$ cat src/rtl/param_down_timer_pkg.sv
// Shared encodings for param_down_timer: run modes and controller states.
package param_down_timer_pkg;

    localparam int unsigned MODE_W = 2;

    typedef enum logic [MODE_W-1:0] {
        MODE_ONE_SHOT = 2'b00,
        MODE_PERIODIC = 2'b01,
        MODE_FREE     = 2'b10
    } mode_e;

    typedef enum logic [1:0] {
        ST_IDLE = 2'b00,
        ST_RUN  = 2'b01,
        ST_DONE = 2'b10
    } state_e;

endpackage : param_down_timer_pkg

$ cat src/rtl/param_down_timer_tick_prescaler.sv
// Divides enabled cycles into one tick every div+1 enabled cycles; cleared by reset or clear.
module tick_prescaler #(
    parameter int unsigned PRESCALE_W = 4
) (
    input  logic                  clk,
    input  logic                  reset,
    input  logic                  clear,
    input  logic                  enable,
    input  logic [PRESCALE_W-1:0] div,
    output logic                  tick
);

    logic [PRESCALE_W-1:0] cnt_q;
    logic [PRESCALE_W-1:0] cnt_d;
    logic                  wrap_c;

    // >= keeps the divider from running away if div shrinks below the current count
    assign wrap_c = (cnt_q >= div);
    assign tick   = enable & wrap_c;

    always_comb begin
        cnt_d = cnt_q;
        if (clear) begin
            cnt_d = '0;
        end else if (enable) begin
            cnt_d = wrap_c ? '0 : cnt_q + PRESCALE_W'(1);
        end
    end

    always_ff @(posedge clk) begin
        if (reset) begin
            cnt_q <= '0;
        end else begin
            cnt_q <= cnt_d;
        end
    end

endmodule : tick_prescaler

$ cat src/rtl/param_down_timer.sv
// Loadable down-timer with one-shot, periodic-reload and free-running wrap modes.
// Optional tick prescaler enabled by defining PARAM_DOWN_TIMER_PRESCALE_EN.
module param_down_timer
    import param_down_timer_pkg::*;
#(
    parameter int unsigned WIDTH = 8
`ifdef PARAM_DOWN_TIMER_PRESCALE_EN
    ,
    parameter int unsigned PRESCALE_W = 4
`endif
) (
    input  logic                  clk,
    input  logic                  reset,
    input  logic                  enable,
    input  logic                  load,
    input  logic [WIDTH-1:0]      start_value,
    input  logic [MODE_W-1:0]     mode,
    input  logic                  clear_done,
    output logic [WIDTH-1:0]      count,
    output logic                  tc_pulse,
    output logic                  done,
    output logic                  busy
`ifdef PARAM_DOWN_TIMER_PRESCALE_EN
    ,
    input  logic [PRESCALE_W-1:0] prescale_div
`endif
);

    state_e           state_q, state_d;
    logic [WIDTH-1:0] count_q, count_d;
    logic [WIDTH-1:0] reload_q, reload_d;
    logic             tc_q, tc_d;
    logic             done_q, done_d;
    logic             busy_q, busy_d;
    logic             tick_c;
    logic             step_c;

`ifdef PARAM_DOWN_TIMER_PRESCALE_EN
    tick_prescaler #(
        .PRESCALE_W (PRESCALE_W)
    ) u_prescaler (
        .clk    (clk),
        .reset  (reset),
        .clear  (load),
        .enable (enable),
        .div    (prescale_div),
        .tick   (tick_c)
    );
`else
    assign tick_c = 1'b1;
`endif

    assign step_c = enable & tick_c;

    // Next-state: load beats step; a completing step beats clear_done.
    always_comb begin
        state_d  = state_q;
        count_d  = count_q;
        reload_d = reload_q;
        tc_d     = 1'b0;
        done_d   = done_q;

        if (clear_done) begin
            done_d = 1'b0;
        end

        if (load) begin
            reload_d = start_value;
            count_d  = start_value;
            if (start_value != '0) begin
                state_d = ST_RUN;
                done_d  = 1'b0;
            end else begin
                state_d = ST_DONE;
                done_d  = 1'b1;
            end
        end else if (step_c && (state_q == ST_RUN)) begin
            if (count_q > WIDTH'(1)) begin
                count_d = count_q - WIDTH'(1);
            end else if (count_q == WIDTH'(1)) begin
                count_d = '0;
                tc_d    = 1'b1;
                if ((mode != MODE_PERIODIC) && (mode != MODE_FREE)) begin
                    state_d = ST_DONE;
                    done_d  = 1'b1;
                end
            end else begin
                // count==0 while running: only reachable in the wrapping modes or after a mode switch
                case (mode)
                    MODE_PERIODIC: count_d = reload_q;
                    MODE_FREE:     count_d = '1;
                    default: begin
                        state_d = ST_DONE;
                        done_d  = 1'b1;
                    end
                endcase
            end
        end

        busy_d = (state_d == ST_RUN);
    end

    always_ff @(posedge clk) begin
        if (reset) begin
            state_q  <= ST_IDLE;
            count_q  <= '0;
            reload_q <= '0;
            tc_q     <= 1'b0;
            done_q   <= 1'b0;
            busy_q   <= 1'b0;
        end else begin
            state_q  <= state_d;
            count_q  <= count_d;
            reload_q <= reload_d;
            tc_q     <= tc_d;
            done_q   <= done_d;
            busy_q   <= busy_d;
        end
    end

    assign count    = count_q;
    assign tc_pulse = tc_q;
    assign done     = done_q;
    assign busy     = busy_q;

endmodule : param_down_timer

$ cat config.mk
export PLATFORM = sky130hd
export DESIGN_NAME = param_down_timer
export DESIGN_NICKNAME = d
export VERILOG_FILES = /design/src/rtl/param_down_timer_pkg.sv /design/src/rtl/param_down_timer_tick_prescaler.sv /design/src/rtl/param_down_timer.sv
export SDC_FILE = /design/constraint.sdc
export NUM_CORES = 1
export LEC_CHECK = 0
export BUFFER_PORTS_ARGS = -buffer_cell sky130_fd_sc_hd__clkbuf_2
export CAP_MARGIN = 30
export CORE_MARGIN = 4
export CORE_UTILIZATION = 35
export DETAILED_ROUTE_END_ITERATION = 10
export SYNTH_ARGS = -nofsm -noshare
export SYNTH_HDL_FRONTEND = slang
export SYNTH_SLANG_ARGS = --single-unit
export TNS_END_PERCENT = 50
$ cat constraint.sdc
create_clock -name clk -period 1.8 [get_ports clk]
set_clock_uncertainty 0.1 [all_clocks]
set_input_delay 0.09 -clock clk [delete_from_list [all_inputs] [get_ports clk]]
set_output_delay 0.09 -clock clk [all_outputs]
set_load 0.01 [all_outputs]
; Word level (Yosys, flattened, before mapping)
; Index checks and enable logic that the tools add are counted.
[totals]
regBits = 21
latch_bits = 0
ramBits = 0
mem_bits_ro = 0
elab_cells = 45
n_memories = 0
[op_classes]
n_addsub = 1
n_mul = 0
div_mod_pow = 0
order_cmp = 1
n_eq_ne = 7
shift = 0
n_mux = 21
n_bitwise = 1
n_reduce_logical = 8
[op_table]
columns = cell, n
row1 = $mux W8, 4
row2 = $pmux W8 S2, 1
row3 = $mux W2, 7
row4 = $mux W1, 9
row5 = $eq A8 B1 Y1 const B, 1
row6 = $gt A8 B1 Y1 const B, 1
row7 = $reduce_bool A8 Y1, 1
row8 = $sub A8 B1 Y8 const B, 1
row9 = $eq A2 B1 Y1 const B, 3
row10 = $reduce_bool A5 Y1, 1
row11 = $reduce_or A4 Y1, 1
row12 = $eq A2 B2 Y1 const B, 1
row13 = $logic_and A1 B1 Y1, 2
row14 = $ne A2 B1 Y1 const B, 1
row15 = $ne A2 B2 Y1 const B, 1
row16 = $reduce_and A2 Y1, 1
row17 = $reduce_bool A2 Y1, 1
row18 = $reduce_or A2 Y1, 1
row19 = $not A1 Y1, 1

; Depth between registers and ports, before layout
; Gate-level depths: netlist of run 1.
[depth]
ltp_word = 8
mapped_depth = 10
mapped_depth_nobuf = 7

; Worst setup path before layout of run 1
; OpenSTA, ideal clock, no wires.
[synth_path]
path_type = flip-flop to flip-flop
startpoint = register count_q[0], in the netlist count[0]
endpoint = register count_q[2], in the netlist count[2]
setup_time_ns = 0.134
arrival_ns = 1.704
required_ns = 1.566
slack_ns = -0.138
stages_incl_launch_ff = 11
synth_period_minus_slack_ns = 1.938
path_cell_list = dfxtp_1 -> inv_1 -> ha_1 -> buf_6 -> nand2b_4 -> buf_6 -> a2111oi_2 -> a2bb2oi_2 -> buf_6 -> nor2_1 -> a211oi_2
[synth_between]
elab_chain_cells = 5
word_cells_on_any_way = 9
[synth_lines]
columns = element, line
row1 = start: declaration, param_down_timer.sv:30  ; logic [WIDTH-1:0] count_q, count_d;
row2 = start signal: assignment, param_down_timer.sv:113  ; count_q <= count_d;
row3 = "parallel branches: the longest is 5 deep, another holds $sub A8 B1 Y8", --
; Several ways; the timed one is not identified. The select of a mux whose other input is x is not followed.
; A chain may end at the register's enable or synchronous reset.

; Final worst setup path of run 1
[layout_path]
startpoint = register count_q[0], in the netlist count[0]
endpoint = register count_q[5], in the netlist count[5]
; Same word-level chain as after synthesis.

==> results.cfg, run 1 <==
[run_status]
status = finished, final reports clean

[flow_run]
drv_cap = 0

[synthesis]
synth_edf_count = 0
yosys-top-cells-area = dfxtp_1, nor2_1, a21oi_1, a311oi_2, o21bai_1
synth_top_area_cell = dfxtp_1
yosys_warnings = 0
ys.flop_type = dfxtp_1
ys_types = 41
syn_area_mm2 = 0.00128
syn_inst = 147
seq_area_frac_synth_pct = 32.9
yosys.area.top_type_share_pct = 32.9
synth.net_count = 166
yosys_register_bits = 21
postSynthAreaPerCell_um2 = 8.70
synth-async-reset-ratio_pct = 0

[power]
ir_drop_mv = 0.264
p_leak_nw = 0.731
p_per_area_mw_per_mm2 = 837

[routing]
dr_total_vias = 1246
dr.pass1.iters = 4
routed_wl_mm = 3.43
route.detailed.drc = 0
drt_iter0_markers = 87
ant_nets = 0
vias_per_cell = 5.26
wire_per_inst_um = 14.5

[critical_path]
startpoint = count[0]
path_cells = inv_1, ha_2, nand2b_4, buf_6, buf_4, o21bai_1, a221o_1, a311oi_2
arrival_ns = 1.84
end_kind = flop
slowest_stage = dfxtp_4
startpoint_type = flop
crit_required_ns = 1.88
slowest_delay_ns = 0.37
timing.rr.start = count[0]
critPathKind = reg -> reg
cp_max_fo = 4

[placed_design]
dp.final_hpwl_mm = 2.48
io_buffers = 25
gp_routability_congestion = 0.771
pre_cts_ws_ns = -0.170

[clocking]
cts_made_buffers = 3
holdBufCountCts = 0
clkTransAtPathRegs_ns = 0.08
cts_tree = done
clkLatencyLatePin_ns = 0.26
cts_buffer_depth = 2
cts_sinks = 21
root_buffer = clkbuf_8
htreeDepth = 1

[floorplan]
start_util_pct = 37.2
die_x_um = 68.4
core_mm2 = 0.00344
io_pins = 26
dieHeight_um = 68.4
rows = 21
dieArea_mm2 = 0.00468

[sta]
rsz0062_at_grt = yes
setup_violations = 0
fmax_mhz = 569
worst_pin_slew_ns = 0.450
period_needed_ns = 1.76
hold_violations = 0
setup_ws_ns = 0.0414
max_slew_margin_pct = 69.9
finalCritPeriodShare_pct = 97.7
timing.final.max_slew_violations = 0
fin_hold_ws_ns = 0.0131

[worst_hold_path]
hp-start = start_value[2]
min_path_type = in -> reg

[grt]
grt_pass1_vias = 1151
grt_max_degree = 22
grt_usage_pct = 15.6
grt_antenna_before_repair = 0
grt_overflow_total = 0
grt_pass1_wl_mm = 5.49

[cells_and_area]
drive_above_1_share_pct = 39.8
synthToLayoutAreaGrowth_pct = 32.1
n_antenna_cell = 0
nets = 211
fillerInstances = 330
## path summary, 6_finish.rpt
kind	end	slack [ns]	cells after the start
worst max-delay path	count[5]	0.04	8
worst min-delay path	reload_q[2]	0.01	3
worst max register to register	count[5]	0.04	8
worst min register to register	reload_q[1]	0.38	2
## area by class of cell
type	instances	area [um^2]	area share (%)
timing repair buffer	51	328	19.4
multi-input combinational	108	807	47.8
sequential	21	425	25.2
tap	46	57.6	3.41
clock buffer	4	45.0	2.67
inverter	7	26.3	1.56
## Yosys cell counts (all sizes together), types with 2 or more instances
cell / count
nor2: 20
dfxtp: 21
o21ai: 5
o21bai: 7
clkbuf: 4
buf: 7
inv: 7
a221o: 3
nor3: 6
nand2b: 6
a211o: 2
a21oi: 12
mux2i: 5
a311oi: 4
nor4: 2
ha: 4
nand2: 8
a22oi: 2
nand4b: 2
a2111oi: 2
a211oi: 3
a31oi: 2
## layout by cell type (no fill, tap or decap), drive strengths merged, types with 2 or more instances in the layout
cell     netlist  final
o21bai         7      7
a21oi         12     12
a22oi          2      2
mux2i          5      5
nand2          8      8
o21ai          5      5
nand2b         6      6
dfxtp         21     21
nor3           6      6
a221o          3      3
buf            7     26
nor2          20     20
nor4           2      2
inv            7      7
a311oi         4      4
a211oi         3      3
a2111oi        2      2
a211o          2      2
clkbuf         4     29
nand4b         2      2
a31oi          2      2
ha             4      4
## kinds of logic (layout without fill, tap and decap cells)
family / Yosys count / count (layout) / synth area share [%]
adders and majority gates: 4 / 4 / 3.91
DFF: 21 / 21 / 32.9
xor gates and xnor gates: 2 / 2 / 1.37
and+or+nand+nor: 51 / 51 / 20.7
buffers and inverters: 18 / 62 / 7.83
muxes: 5 / 5 / 3.91
AOI/OAI and AO/OA: 46 / 46 / 29.4
## per-stage QoR
| step | setup TNS (ns) | utilization, % | instances | power [mW] | area (um^2) |
|---|---|---|---|---|---|
| global placement | -0.326 | 45.1 | 226 | 1.04 | 1550 |
| finish | 0 | 49.1 | 237 | 1.41 | 1690 |
| CTS | 0 | 46.8 | 230 | 1.37 | 1610 |
| global route | -0.0988 | 49.1 | 237 | 1.50 | 1690 |
| detailed placement | -0.790 | 45.1 | 226 | 1.05 | 1550 |
| floorplan | 0 | - | 147 | 0.882 | 1300 |
## flip-flops by register name (all words and copies together) (netlist names)
name,count
done,1
tc_pulse,1
count,8
reload_q,8
state_q,2
busy,1
## power by group
group	switching, mW	internal, mW	leakage (nW)
clock network	0.154	0.158	0.0228
logic	0.297	0.275	0.534
registers	0.0277	0.502	0.174
## critical path: cells and delay by family, from the launching register on
family          cells  cell delay [ns]
flops               1             0.37
simple gates        1             0.09
fa+ha+maj           1             0.20
buf+inv             3             0.27
compound gates      3             0.66
## metal layers
layer / routed length, um / vias to the layer above / GRT usage, %
li1: - / 621 / -
met1: 1590 / 589 / 21.1
met2: 1640 / 31 / 24.0
met3: 142 / 5 / 2.13
met4: 59 / 0 / 7.94
met5: 0 / - / 0
## timing repair
item,4_1_cts,5_1_grt
gates resized for setup,2,6
buffers inserted,0,7
pin swaps,1,3
endpoints found under the setup margin,8,6
(Power assumes the default switching activity.)
==> run 2: changes to the inputs <==
--- a/config.mk
+++ b/config.mk
@@ -10,6 +10,7 @@
 export CORE_MARGIN = 4
 export CORE_UTILIZATION = 35
 export DETAILED_ROUTE_END_ITERATION = 10
+export HOLD_SLACK_MARGIN = 0.02
 export SYNTH_ARGS = -nofsm -noshare
 export SYNTH_HDL_FRONTEND = slang
 export SYNTH_SLANG_ARGS = --single-unit
==> constraint.sdc (replaced) <==
create_clock -name clk -period 2.2 [get_ports clk]
set_clock_uncertainty 0.1 [all_clocks]
set_input_delay 0.11 -clock clk [delete_from_list [all_inputs] [get_ports clk]]
set_output_delay 0.11 -clock clk [all_outputs]
set_load 0.01 [all_outputs]
==> run 2 against run 1 <==
Power decreased by 27%; sequential cell count stayed put; wire length down 11%; critical path type unchanged; critical endpoint unchanged; final cell count down 8.9%; largest cell class unchanged; cell area decreased by 12%; sequential power shrank 16%.
==> results.cfg, run 2 (synthesis results as in run 1) <==
[run_status]
status = finished, final reports clean

[sta]
hold_violations = 0
max_slew_margin_pct = 61.2
setup_ws_ns = 0.288
finalCritPeriodShare_pct = 86.9
setup_violations = 0
fin_tns_setup_ns = 0
fmax_mhz = 523
rsz0062_at_grt = no
worst_pin_slew_ns = 0.576
timing.final.max_slew_violations = 0
period_needed_ns = 1.91

[critical_path]
slowest_delay_ns = 0.46
cp_max_fo = 16
end_kind = flop
path_cells = inv_1, ha_1, nand2b_4, a2111oi_2, a2bb2oi_4, nor2_1, a311oi_2
cp_num_buf_inv = 1
arrival_ns = 1.92
slowest_stage = a2111oi_2
critPathKind = reg -> reg
crit_required_ns = 2.21
crit_family = compound AO/OA/AOI/OAI gates
startpoint_type = flop

[clocking]
clkLatencyLatePin_ns = 0.25
cts_made_buffers = 3
cts_tree = done
cts_setup_buffers = 0
root_buffer = clkbuf_8
cts_sinks = 21
cts_buffer_depth = 2
holdBufCountCts = 0
htreeDepth = 1
clkTransAtPathRegs_ns = 0.07

[cells_and_area]
nets = 190
fillerInstances = 353
final_cell_mix = clkbuf_2, dfxtp_1, nor2_1, a21oi_1, nand2_1
layout_commonest_cell = clkbuf_2
synthToLayoutAreaGrowth_pct = 15.9
drive_above_1_share_pct = 27.1
final_util_pct = 43.0
final_cell_area_mm2 = 0.00148
n_antenna_cell = 0

[floorplan]
dieHeight_um = 68.4
core_mm2 = 0.00344
start_util_pct = 37.2
die_x_um = 68.4
io_pins = 26
dieArea_mm2 = 0.00468
rows = 21

[placed_design]
place_area_mm2 = 0.00143
io_buffers = 25
dp.final_hpwl_mm = 2.33
pre_cts_ws_ns = 0.126
gp_routability_congestion = 0.826

[routing]
vias_per_cell = 5.38
dr_total_vias = 1161
wire_per_inst_um = 14.1
ant_nets = 0
drt_iter0_markers = 55
route.detailed.drc = 0
dr.pass1.iters = 4
routed_wl_mm = 3.04

[grt]
grt_max_degree = 22
grt_pass1_wl_mm = 5.22
grt_overflow_total = 0
grt_pass1_vias = 1124
grt_antenna_before_repair = 0
grt_usage_pct = 14.4

[worst_hold_path]
min_path_type = in -> reg

[power]
ir_drop_mv = 0.236
p_per_area_mw_per_mm2 = 697
p_leak_nw = 0.623

[flow_run]
drv_cap = 0
[run 2: cell count changes in the layout (fill, tap and decap cells not counted), sizes merged]
cell  before  now
buf       26    5
[run 2: stage by stage]
step | hold WS, ns | power, mW | cells
5_1_grt | 0.0706 | 1.10 | 216
3_5_place_dp | 0.298 | 0.788 | 212
6_report | 0.0369 | 1.03 | 216
4_1_cts | 0.0341 | 1.04 | 216
3_3_place_gp | 0.284 | 0.780 | 212
2_1_floorplan | 0.157 | 0.714 | 147
[run 2: final timing paths]
| check | from | end | slack [ns] | cells past startpoint |
|---|---|---|---|---|
| worst max-delay path | count[1] | count[5] | 0.29 | 7 |
| worst min-delay path | start_value[2] | reload_q[2] | 0.04 | 3 |
| worst max register to register | count[1] | count[5] | 0.29 | 7 |
| worst min register to register | reload_q[3] | reload_q[3] | 0.39 | 2 |
[run 2: area by class of cell]
| class | instances | area, um^2 | share of cell area (%) |
|---|---|---|---|
| clock buffers | 4 | 45.0 | 3.04 |
| well taps | 46 | 57.6 | 3.89 |
| inverters | 7 | 26.3 | 1.77 |
| repair buffers | 30 | 163 | 11.0 |
| flip-flops and latches | 21 | 420 | 28.4 |
| multi-input cells | 108 | 769 | 51.9 |
[run 2: routing by layer]
layer | vias up | part of all wire (%) | global-route usage (%)
met5 | - | 0 | 0
met4 | 0 | 0 | 2.98
met3 | 0 | 6.0 | 2.96
met2 | 28 | 46 | 24.3
met1 | 548 | 48 | 18.8
li1 | 585 | - | -
[run 2: report_power, final]
part	internal [mW]	switching, mW
clock network	0.129	0.118
logic	0.150	0.191
registers	0.410	0.0350
[run 2: timing repair]
action | in CTS | in global routing
endpoints found under the hold margin | 0 | 0
setup endpoints to repair | 0 | 4
gates resized for setup | 0 | 1
[run 2: worst min-delay path, stage by stage]
cell,delay [ns]
clkbuf_2,0.10
mux2i_1,0.07
nor2_1,0.07
